$ cat src/rtl/crc16_frame_ctrl.sv
// Round-robin frame arbiter in front of a CRC-16/CCITT-FALSE engine.
// Passes granted payload bytes through, then appends the CRC MSB first.

module crc16_CCITT (
    input  logic        clk,
    input  logic        reset_n,
    input  logic        sync_reset,
    input  logic        crc_en,
    input  logic [7:0]  data_in,
    output logic [15:0] crc_out
);
    localparam logic [15:0] CRC_INIT = 16'hFFFF;
    localparam logic [15:0] CRC_POLY = 16'h1021;

    // One byte through the MSB-first LFSR
    function automatic logic [15:0] crc_byte(input logic [15:0] crc, input logic [7:0] data);
        logic [15:0] c;
        c = crc;
        for (int i = 7; i >= 0; i--) begin
            if (c[15] ^ data[i]) c = {c[14:0], 1'b0} ^ CRC_POLY;
            else                 c = {c[14:0], 1'b0};
        end
        return c;
    endfunction

    always_ff @(posedge clk or negedge reset_n) begin
        if (!reset_n)        crc_out <= CRC_INIT;
        else if (sync_reset) crc_out <= CRC_INIT;
        else if (crc_en)     crc_out <= crc_byte(crc_out, data_in);
    end
endmodule

module crc16_frame_ctrl #(
    parameter int unsigned LEN_WIDTH = 16
) (
    input  logic                 clk,
    input  logic                 reset_n,
    input  logic [1:0]           req_valid,
    input  logic [7:0]           req_data0,
    input  logic [7:0]           req_data1,
    input  logic [1:0]           req_last,
    output logic [1:0]           req_ready,
    output logic                 out_valid,
    output logic [7:0]           out_data,
    output logic                 out_last,
    output logic                 out_src,
    input  logic                 out_ready,
    output logic                 frame_done,
    output logic [LEN_WIDTH-1:0] frame_len,
    output logic [15:0]          crc_value
);
    typedef enum logic [2:0] {
        S_IDLE, S_CLEAR, S_DATA, S_WAIT, S_CRC_HI, S_CRC_LO
    } state_t;

    localparam logic [LEN_WIDTH-1:0] CNT_MAX = {LEN_WIDTH{1'b1}};

    state_t               state, state_nxt;
    logic                 rr;
    logic [LEN_WIDTH-1:0] cnt;
    logic [15:0]          crc_out;
    logic                 sync_reset_c, crc_en_c, grant_c, grant_src_c, done_c;
    logic                 sel_valid_c, sel_last_c;
    logic [7:0]           sel_data_c;

    crc16_CCITT u_crc (
        .clk        (clk),
        .reset_n    (reset_n),
        .sync_reset (sync_reset_c),
        .crc_en     (crc_en_c),
        .data_in    (sel_data_c),
        .crc_out    (crc_out)
    );

    // Only the granted requester is visible past this point
    assign sel_valid_c = out_src ? req_valid[1] : req_valid[0];
    assign sel_last_c  = out_src ? req_last[1]  : req_last[0];
    assign sel_data_c  = out_src ? req_data1    : req_data0;

    always_ff @(posedge clk or negedge reset_n) begin
        if (!reset_n) state <= S_IDLE;
        else          state <= state_nxt;
    end

    always_comb begin
        state_nxt    = state;
        out_valid    = 1'b0;
        out_data     = 8'h00;
        out_last     = 1'b0;
        req_ready    = 2'b00;
        sync_reset_c = 1'b0;
        crc_en_c     = 1'b0;
        grant_c      = 1'b0;
        grant_src_c  = 1'b0;
        done_c       = 1'b0;
        case (state)
            S_IDLE: begin
                if (|req_valid) begin
                    grant_c     = 1'b1;
                    grant_src_c = (req_valid == 2'b11) ? rr : req_valid[1];
                    state_nxt   = S_CLEAR;
                end
            end
            S_CLEAR: begin
                sync_reset_c = 1'b1;
                state_nxt    = S_DATA;
            end
            S_DATA: begin
                out_valid = sel_valid_c;
                out_data  = sel_data_c;
                req_ready = out_src ? {out_ready, 1'b0} : {1'b0, out_ready};
                crc_en_c  = sel_valid_c & out_ready;
                if (crc_en_c && sel_last_c) state_nxt = S_WAIT;
            end
            S_WAIT: state_nxt = S_CRC_HI;
            S_CRC_HI: begin
                out_valid = 1'b1;
                out_data  = crc_out[15:8];
                if (out_ready) state_nxt = S_CRC_LO;
            end
            S_CRC_LO: begin
                out_valid = 1'b1;
                out_data  = crc_out[7:0];
                out_last  = 1'b1;
                if (out_ready) begin
                    done_c    = 1'b1;
                    state_nxt = S_IDLE;
                end
            end
            default: state_nxt = S_IDLE;
        endcase
    end

    // Grant, byte counter and completed-frame results
    always_ff @(posedge clk or negedge reset_n) begin
        if (!reset_n) begin
            out_src    <= 1'b0;
            rr         <= 1'b0;
            cnt        <= '0;
            frame_done <= 1'b0;
            frame_len  <= '0;
            crc_value  <= 16'h0000;
        end else begin
            frame_done <= done_c;
            if (grant_c) begin
                out_src <= grant_src_c;
                rr      <= ~grant_src_c;
            end
            if (sync_reset_c)                     cnt <= '0;
            else if (crc_en_c && cnt != CNT_MAX)  cnt <= cnt + LEN_WIDTH'(1);
            if (done_c) begin
                frame_len <= cnt;
                crc_value <= crc_out;
            end
        end
    end
endmodule
$ cat config.mk
export PLATFORM = sky130hd
export DESIGN_NAME = crc16_frame_ctrl
export DESIGN_NICKNAME = d
export VERILOG_FILES = /design/src/rtl/crc16_frame_ctrl.sv
export SDC_FILE = /design/constraint.sdc
export NUM_CORES = 1
export LEC_CHECK = 0
export BUFFER_PORTS_ARGS = -buffer_cell sky130_fd_sc_hd__buf_2
export CAP_MARGIN = 20
export CELL_PAD_IN_SITES_DETAIL_PLACEMENT = 1
export CELL_PAD_IN_SITES_GLOBAL_PLACEMENT = 2
export CORE_ASPECT_RATIO = 0.9
export CORE_UTILIZATION = 38
export DETAILED_ROUTE_END_ITERATION = 10
export GPL_ROUTABILITY_DRIVEN = 0
export GPL_TIMING_DRIVEN = 0
export PLACE_DENSITY_LB_ADDON = 0.1
export SYNTH_ARGS = -nofsm -noshare
export SYNTH_HDL_FRONTEND = slang
export SYNTH_SLANG_ARGS = --single-unit
$ cat constraint.sdc
create_clock -name clk -period 3.01 [get_ports clk]
set_clock_uncertainty 0.1 [all_clocks]
set_input_delay 0.602 -clock clk [delete_from_list [all_inputs] [get_ports clk]]
set_output_delay 0.602 -clock clk [all_outputs]
set_load 0.01 [all_outputs]
Word level (Yosys, flattened, before mapping)
Cells that the tools add are included.
{"block": "totals", "word_cells": 94, "output_inout_bits": 46, "reg_bits": 70, "in_bits": 23}
{"block": "op_classes", "n_bitwise": 18, "muxes": 48, "n_reduce_logical": 8, "eq_ne": 11, "add_sub_neg": 1}
{"cell": "$mux 16", "count": 18}
{"cell": "$mux 13", "count": 8}
{"cell": "$not 3->3", "count": 8}
{"cell": "$pmux 8 s3", "count": 1}
{"cell": "$pmux 3 s6", "count": 1}
{"cell": "$add 16x1->16 const B", "count": 1}
{"cell": "$ne 16x16->1 const B", "count": 1}
{"cell": "$mux 1", "count": 12}
{"cell": "$mux 3", "count": 4}
{"cell": "$mux 8", "count": 1}
{"cell": "$ne 2x2->1 const B", "count": 4}
{"cell": "$xor 1x1->1", "count": 8}
{"cell": "$eq 3x2->1 const B", "count": 2}
{"cell": "$eq 3x3->1 const B", "count": 2}
{"cell": "$mux 2", "count": 2}
{"cell": "$reduce_and 4->1", "count": 1}
{"cell": "$reduce_bool 2->1", "count": 2}
{"cell": "$reduce_or 2->1", "count": 2}
{"cell": "$eq 3x1->1 const B", "count": 1}
{"cell": "$logic_not 3->1", "count": 1}
{"cell": "$eq 2x2->1 const B", "count": 1}
{"cell": "$logic_and 1x1->1", "count": 2}
{"cell": "$pmux 1 s2", "count": 1}
{"cell": "$and 1x1->1", "count": 1}
{"cell": "$not 1->1", "count": 1}

Longest topological paths before layout
Gate-level depths: netlist (run 1).
{"block": "depth", "ltp_word": 33, "ltp_mapped": 7}

Modules after synthesis
From an unflattened synthesis (run 1), not the netlist that was laid out.
{"block": "hier_totals", "cells_unflattened": 391, "hier_area_um2": 3759.9}
{"mod": "crc16_frame_ctrl", "area_per_inst_um2": 2732.6, "n_inst": 1, "seq_area_each_um2": 1351.3, "cells_each": 311}
{"mod": "crc16_CCITT", "area_per_inst_um2": 1027.2, "n_inst": 1, "seq_area_each_um2": 420.4, "cells_each": 80}

Worst setup path before layout (run 1)
OpenSTA, ideal clock, no wires.
{"block": "synth_timing", "path_type": "register to output", "startpoint": "register state[0]", "endpoint": "output out_data[0]", "slack_ns": 1.078, "t_arrival_ns": 1.230, "stages_incl_launch_ff": 5, "path_cell_list": "dfrtp_1 > buf_2 > clkbuf_1 > mux2i_1 > o22ai_1"}
{"block": "synth_via", "elab_chain_cells": 2}
{"item": "start: declaration", "line_no": "58", "rtl": "state_t state, state_nxt;"}
{"item": "start signal: assignment", "line_no": "82", "rtl": "else state <= state_nxt;"}
{"item": "$eq 3x3->1 or $eq 3x2->1 (tied branches)", "line_no": "96", "rtl": "case (state)"}
{"item": "$pmux 8 s3 *", "line_no": "96"}
{"item": "end: declaration", "line_no": "44", "rtl": "output logic [7:0] out_data,"}
Mark *: on every way between the ends. The rest lies on a longest branch, timed or not.

Final worst setup path (run 1)
{"block": "layout_timing", "startpoint": "register state[0]", "endpoint": "output out_data[1]"}
Same word-level chain as after synthesis.

==> results of run 1 <==
-- sequential cells by signal, indices dropped and copies added, names as in the netlist --
register       flops
frame_done         1
cnt               16
frame_len         16
crc_value         16
rr                 1
u_crc.crc_out     16
state              3
out_src            1
-- stage by stage --
step	hold WS, ns	cells	total power [W]	instance area, µm²
global route	0.400	509	0.00429	4280
floorplan	0.206	304	0.00258	3500
finish	0.385	509	0.00403	4280
global placement	0.378	491	0.00308	3990
CTS	0.377	509	0.00409	4280
detailed placement	0.300	492	0.00312	4020
-- metal layers --
metal  GRT usage [%]  vias to the layer above
met4            7.86                        0
met2            30.6                       54
li1                -                     1244
met3            3.96                       12
met5               0                        -
met1            29.0                     1286
-- power breakdown --
group,internal [W],leakage [nW],switching [W],total (W)
Combinational,0.000760,0.974,0.000916,0.00168
Sequential,0.00123,0.873,0.000184,0.00141
Clock,0.000575,0.120,0.000366,0.000941
Total,0.00256,1.97,0.00147,0.00403
-- worst min-delay path by stage --
stage                         startpoint             endpoint  slack [ns]
final                       req_valid[0]  out_src$_DFFE_PN0P_        0.38
after global routing        req_valid[0]  out_src$_DFFE_PN0P_        0.40
after CTS                   req_valid[0]  out_src$_DFFE_PN0P_        0.38
after detailed placement         reset_n  out_src$_DFFE_PN0P_        0.30
after global placement    rr$_DFFE_PN0P_       rr$_DFFE_PN0P_        0.38
after floorplan                  reset_n   cnt[0]$_DFFE_PN0P_        0.21
-- area by class of cell --
type,count,area [µm²]
Fill cell,949,4490
Sequential cell,70,1770
Multi-Input combinational cell,212,1620
Timing Repair Buffer,70,380
Tap cell,119,149
Clock buffer,11,141
Clock inverter,5,106
Buffer,17,86.3
Inverter,5,18.8
-- cells by family after synthesis --
kind of cell / Yosys count / share of synthesized area, %
adder cells (fa/ha/maj): 1 / 0.357
AND/OR/NAND/NOR: 72 / 11.3
XOR/XNOR: 33 / 9.12
buffers and inverters: 22 / 3.00
AO/OA/AOI/OAI: 56 / 9.37
multiplexers: 50 / 16.2
flip-flops: 70 / 50.6
-- layout by cell type, fill, tap and decap left out, drive strengths merged, types with 4 or more instances in the layout --
| master | instances |
|---|---|
| a21oi | 19 |
| buf | 77 |
| clkbuf | 20 |
| dfrtp | 54 |
| dfstp | 16 |
| inv | 5 |
| mux2 | 31 |
| mux2i | 19 |
| nand2 | 14 |
| nand3 | 5 |
| nor2 | 16 |
| nor3 | 21 |
| o211ai | 4 |
| o21ai | 16 |
| o22ai | 9 |
| or3 | 4 |
| xnor2 | 20 |
| xor2 | 13 |
-- critical path, stage by stage (launching register included) --
cell	delay (ns)
dfrtp_1	0.32
buf_2	0.20
clkbuf_1	0.57
mux2i_1	0.27
o22ai_1	0.13
buf_2	0.19
==> summary.txt, run 1 <==
Run status
  • Run status: finished clean

Detailed routing
  • Average vias per placed instance: 5.10
  • Aggregate routed wire length: 8700 µm
  • Number of DRC markers after the initial detailed-route iteration: 60
  • Wire length on met2: 4010 µm
  • Routed vias: 2596
  • Wire length on met1: 4240 µm
  • # DRC: 0
  • Uppermost signal routing layer after detailed routing: met4
  • Average wire per cell in the routed design: 17.1 µm
  • Wire length on met3: 296 µm
  • Remaining number of nets flagged by the antenna check after routing: 0
  • Detailed Routing Iterations Pass 1: 4

Global route
  • Total track usage: 20.4%
  • Number of global-route vias before repair: around 2700
  • GRT overflow: 0
  • Initial antenna violation count: 0
  • Wire length of the first global-routing pass: 14300 µm
  • Largest net degree at the start of global routing: 70

Logic synthesis
  • Cell types occupying the most area after synthesis: dfrtp_1 39%, dfstp_2 12%, mux2_2 10%, mux2i_1 4.6%, xnor2_1 4.0%
  • Most frequent cell after synthesis: dfrtp_1
  • Commonest cells post-synth: 54 x dfrtp_1, 31 x mux2_2, 19 x a21oi_1, 19 x nor3_1
  • Most used DFF post-synth: dfrtp_1
  • Count of warnings emitted by yosys: 0
  • Fraction of synthesized cell area taken by the top area cell type: about two fifths
  • Sequential cell area fraction in the yosys report: 50.6%
  • Post-synthesis async set-or-reset flop share: 100%
  • Post-synth EDFFs: 0
  • Post-synth top area cell: dfrtp_1
  • Post-synthesis instance area: 3500 µm²
  • Synth cell types: 39
  • Average cell area after synthesis: roughly 12 µm²
  • Flip-flop and latch count after synthesis: 70
  • Post-Synthesis Net Count: 328
  • Mapped Cells: 304

Setup path
  • Endpoint of the most critical setup path: out_data[1]
  • Cells on worst reg2reg path: 6
  • Arrival @ worst endpoint: roughly 2 ns
  • Maximum fanout encountered on the critical timing path: 10
  • Endpoint type of the worst setup path: output port
  • Beginning of the critical path: state[0]$_DFFE_PN0P_
  • Crit path launch type: register
  • WP data required: 2.31 ns
  • Endpoint of the worst-slack reg-to-reg timing path: crc_value[13]$_DFFE_PN0P_
  • Worst Setup Path Type: register to output port
  • Setup slack of the worst register-to-register path: 0.86 ns
  • Worst R2R Start: state[1]$_DFFE_PN0P_

Floorplan
  • Die area: 9600 µm²
  • Initial core utilization: 39.9%
  • Core region area: 8770 µm²
  • Count of boundary I/O pins: 69
  • Number of rows created at floorplan: 32
  • Die Ht: between 90 and 100 µm
  • Width of the chip: 103 µm

STA
  • Number of pins with negative max-slew slack in the final report: 0
  • Fin crit share: 90.5%
  • Fmax: 367 MHz
  • Setup violation total in the final timing report: 0
  • Slew Limit Headroom: 52.9%
  • Count of endpoints failing hold in the final timing report: 0
  • Transition time of the tightest slew-check pin: between 0.7 and 0.8 ns
  • Setup repair after global routing missed its margin: false
  • Setup WS post-layout: roughly 0.29 ns
  • Minimum clock period after layout: 2.72 ns
  • Setup total negative slack: 0 ns

Clocking
  • Number of gates given a new drive strength after cts: 0
  • Clock sink count: 70
  • Maximum root-to-sink buffer count: 2
  • Number of buffers created by CTS: 9
  • Clk root buf: clkbuf_8
  • Clock-pin slew on the worst setup and hold paths: 0.08 ns
  • CTS Hold Buffers Added: 1
  • CTS H-tree lvls: 3
  • Post-CTS Setup Inserts: 0
  • Clock latency reported for the late side of the worst-skew pair: 0.35 ns
  • TritonCTS clock tree: built

Finish
  • P&R area growth vs syn: 22.2%
  • Net total in the final layout: a little over 400
  • Fraction of layout instances using a drive strength above 1: approximately 39%
  • Final core utilization: 48.8%
  • Number of diodes added for antenna fixing: 0

Worst hold path
  • Hold depth: 2
  • Path type of the worst min-delay path: input port to register

Power and ir drop
  • Cell area power density: 942 nW/µm²
  • VDD IR-drop max: 0.398 mV
  • Static Leak: 1.97 nW

Place
  • Pre-CTS setup slack: 0.620 ns
  • Buffers added on ports: 68
  • Half-perimeter wire length after detailed placement: 6100 µm

Run
  • Max capacitance violation total: 0
(Power assumes the default switching activity.)
==> inputs of run 2 (changes only) <==
--- a/config.mk
+++ b/config.mk
@@ -7,10 +7,10 @@
 export LEC_CHECK = 0
 export BUFFER_PORTS_ARGS = -buffer_cell sky130_fd_sc_hd__buf_2
 export CAP_MARGIN = 20
-export CELL_PAD_IN_SITES_DETAIL_PLACEMENT = 1
+export CELL_PAD_IN_SITES_DETAIL_PLACEMENT = 2
 export CELL_PAD_IN_SITES_GLOBAL_PLACEMENT = 2
 export CORE_ASPECT_RATIO = 0.9
-export CORE_UTILIZATION = 38
+export CORE_UTILIZATION = 36
 export DETAILED_ROUTE_END_ITERATION = 10
 export GPL_ROUTABILITY_DRIVEN = 0
 export GPL_TIMING_DRIVEN = 0
==> constraint.sdc (replaced) <==
create_clock -name clk -period 3.1 [get_ports clk]
set_clock_uncertainty 0.1 [all_clocks]
set_input_delay 0.62 -clock clk [delete_from_list [all_inputs] [get_ports clk]]
set_output_delay 0.62 -clock clk [all_outputs]
set_load 0.01 [all_outputs]
==> summary.txt, run 2 (synthesis results as in run 1) <==
STA
  • Setup repair after global routing missed its margin: false
  • Fin crit share: 89.6%
  • Setup violation total in the final timing report: 0 (unchanged)
  • Minimum clock period after layout: 2.78 ns
  • Count of endpoints failing hold in the final timing report: 0 (unchanged)
  • Number of pins with negative max-slew slack in the final report: 0 (unchanged)
  • Transition time of the tightest slew-check pin: 0.735 ns (+0.0274 ns)
  • Setup total negative slack: 0 ns (unchanged)
  • Fmax: 360 MHz
  • Slew Limit Headroom: 51.0% (-1.8 points)

Setup path
  • Cell repeated most along the worst path: buf_2
  • CP Cell Sequence: buf_2 -> clkbuf_1 -> mux2i_1 -> o22ai_1 -> buf_2
  • Endpoint type of the worst setup path: output port
  • Worst Setup Path Type: register to output port
  • WP data required: 2.38 ns (+0.07 ns)
  • Cells on worst reg2reg path: 6 (unchanged)
  • Critical Path Slowest Stage Cell: clkbuf_1
  • Endpoint of the worst-slack reg-to-reg timing path: frame_len[1]$_DFFE_PN0P_
  • Setup slack of the worst register-to-register path: 0.88 ns (+0.02 ns)
  • Crit path launch type: register
  • Delay of the slowest cell on the worst path: 0.59 ns (+0.02 ns)
  • Worst R2R Start: state[1]$_DFFE_PN0P_
  • Maximum fanout encountered on the critical timing path: 10 (unchanged)
  • Arrival @ worst endpoint: 2.06 ns (+0.04 ns)
  • Beginning of the critical path: state[0]$_DFFE_PN0P_

Global route
  • Largest net degree at the start of global routing: 41 (-41%)
  • Initial antenna violation count: 0 (unchanged)
  • Wire length of the first global-routing pass: 16000 µm (+12%)
  • Number of global-route vias before repair: 2892 (+7.3%)
  • Total track usage: 21.4% (+0.97 points)
  • GRT overflow: 0 (unchanged)

Detailed routing
  • Number of DRC markers after the initial detailed-route iteration: 56 (-6.7%)
  • Remaining number of nets flagged by the antenna check after routing: 0 (unchanged)
  • Detailed Routing Iterations Pass 1: 4 (unchanged)
  • Routed vias: 2716 (+4.6%)
  • Aggregate routed wire length: 9880 µm (+14%)
  • Average wire per cell in the routed design: 19.3 µm (+13%)
  • # DRC: 0 (unchanged)
  • Average vias per placed instance: 5.32 (+4.2%)

Finish
  • Fraction of layout instances using a drive strength above 1: 39.3% (+0.36 points)
  • Number of diodes added for antenna fixing: 0 (unchanged)
  • Net total in the final layout: 408 (-0.24%)
  • P&R area growth vs syn: 20.6%
  • Top library cells by usage in the layout, fill and taps aside: 73 x buf_2, 54 x dfrtp_1, 31 x mux2_2, 19 x nor3_1, 19 x a21oi_1
  • Most common library cell in the layout ignoring fill and taps: buf_2
  • Number of standard cells in the layout, taps in and fillers out: 511 (+0.39%)

Floorplan
  • Initial core utilization: 37.7% (-2.2 points)
  • Die area: 10100 µm² (+5.4%)
  • Width of the chip: 106 µm (+2.7%)
  • Count of boundary I/O pins: 69 (unchanged)
  • Number of rows created at floorplan: 33 (+3.1%)
  • Die Ht: 95.5 µm (+2.7%)
  • Core region area: 9290 µm² (+6.0%)

Clocking
  • Maximum root-to-sink buffer count: 2 (unchanged)
  • Post-CTS Setup Inserts: 0 (unchanged)
  • TritonCTS clock tree: built
  • Clk root buf: clkbuf_8
  • Clock-pin slew on the worst setup and hold paths: 0.08 ns (about the same)
  • Number of buffers created by CTS: 9 (unchanged)
  • Clock latency reported for the late side of the worst-skew pair: 0.36 ns (about the same)
  • CTS Hold Buffers Added: 0 (-1)
  • Clock sink count: 70 (unchanged)
  • CTS H-tree lvls: 3 (unchanged)
  • Number of gates given a new drive strength after cts: 0 (unchanged)

Power and ir drop
  • VDD IR-drop max: 0.441 mV (+11%)
  • Static Leak: 1.95 nW (-1.1%)
  • Power after layout: 0.00382 W (-5.2%)
  • Cell area power density: 905 nW/µm² (-4.0%)

Run
  • Max capacitance violation total: 0 (unchanged)

Place
  • Half-perimeter wire length after detailed placement: 7050 µm (+16%)
  • Number of instances in the placed design: 495 (+0.61%)
  • Buffers added on ports: 68 (unchanged)

Worst hold path
  • Path type of the worst min-delay path: input port to async pin

Run status
  • Run status: finished clean
==> run 2: worst max path at each step <==
stage,to,depth (start not counted)
2_1_floorplan,out_data[0],4
3_3_place_gp,out_data[1],5
3_5_place_dp,out_data[4],5
4_1_cts,out_data[1],5
5_1_grt,out_data[1],5
6_report,out_data[4],5
==> run 2: area by class of cell <==
type | count | area, µm²
fillers | 1000 | 5070
flip-flops and latches | 70 | 1770
multi-input cells | 212 | 1620
inverters | 5 | 18.8
clock buffers | 10 | 138
well taps | 122 | 153
clock inverters | 6 | 61.3
repair buffers | 69 | 370
plain buffers | 17 | 86.3
==> run 2: routing by layer <==
metal	wire length [µm]	vias up	track usage [%]
met5	0	-	0
met4	129	0	6.94
met3	278	8	3.96
met2	4700	51	34.6
met1	4770	1409	29.0
li1	-	1248	-
==> run 2: report_power, final <==
| group | switching (W) | internal [W] | total (W) | leakage, nW |
|---|---|---|---|---|
| registers | 0.000190 | 0.00119 | 0.00138 | 0.873 |
| clock network | 0.000361 | 0.000390 | 0.000752 | 0.102 |
| logic | 0.000945 | 0.000738 | 0.00168 | 0.970 |
==> run 2: through the flow <==
step / area [µm²] / utilization, % / setup slack [ns] / hold slack (ns)
2_1_floorplan: 3500 / - / 1.15 / 0.224
5_1_grt: 4220 / 45.4 / 0.175 / 0.115
6_report: 4220 / 45.4 / 0.323 / 0.0958
3_3_place_gp: 3990 / 43.0 / 0.694 / 0.370
4_1_cts: 4220 / 45.4 / 0.244 / 0.104
3_5_place_dp: 4020 / 43.3 / 0.673 / 0.392
==> run 2: critical path, delay by kind of cell, from the launching register on <==
kind | cells | cell delay, ns
compound gates | 1 | 0.11
buf+inv | 3 | 0.98
flops | 1 | 0.32
mux | 1 | 0.28
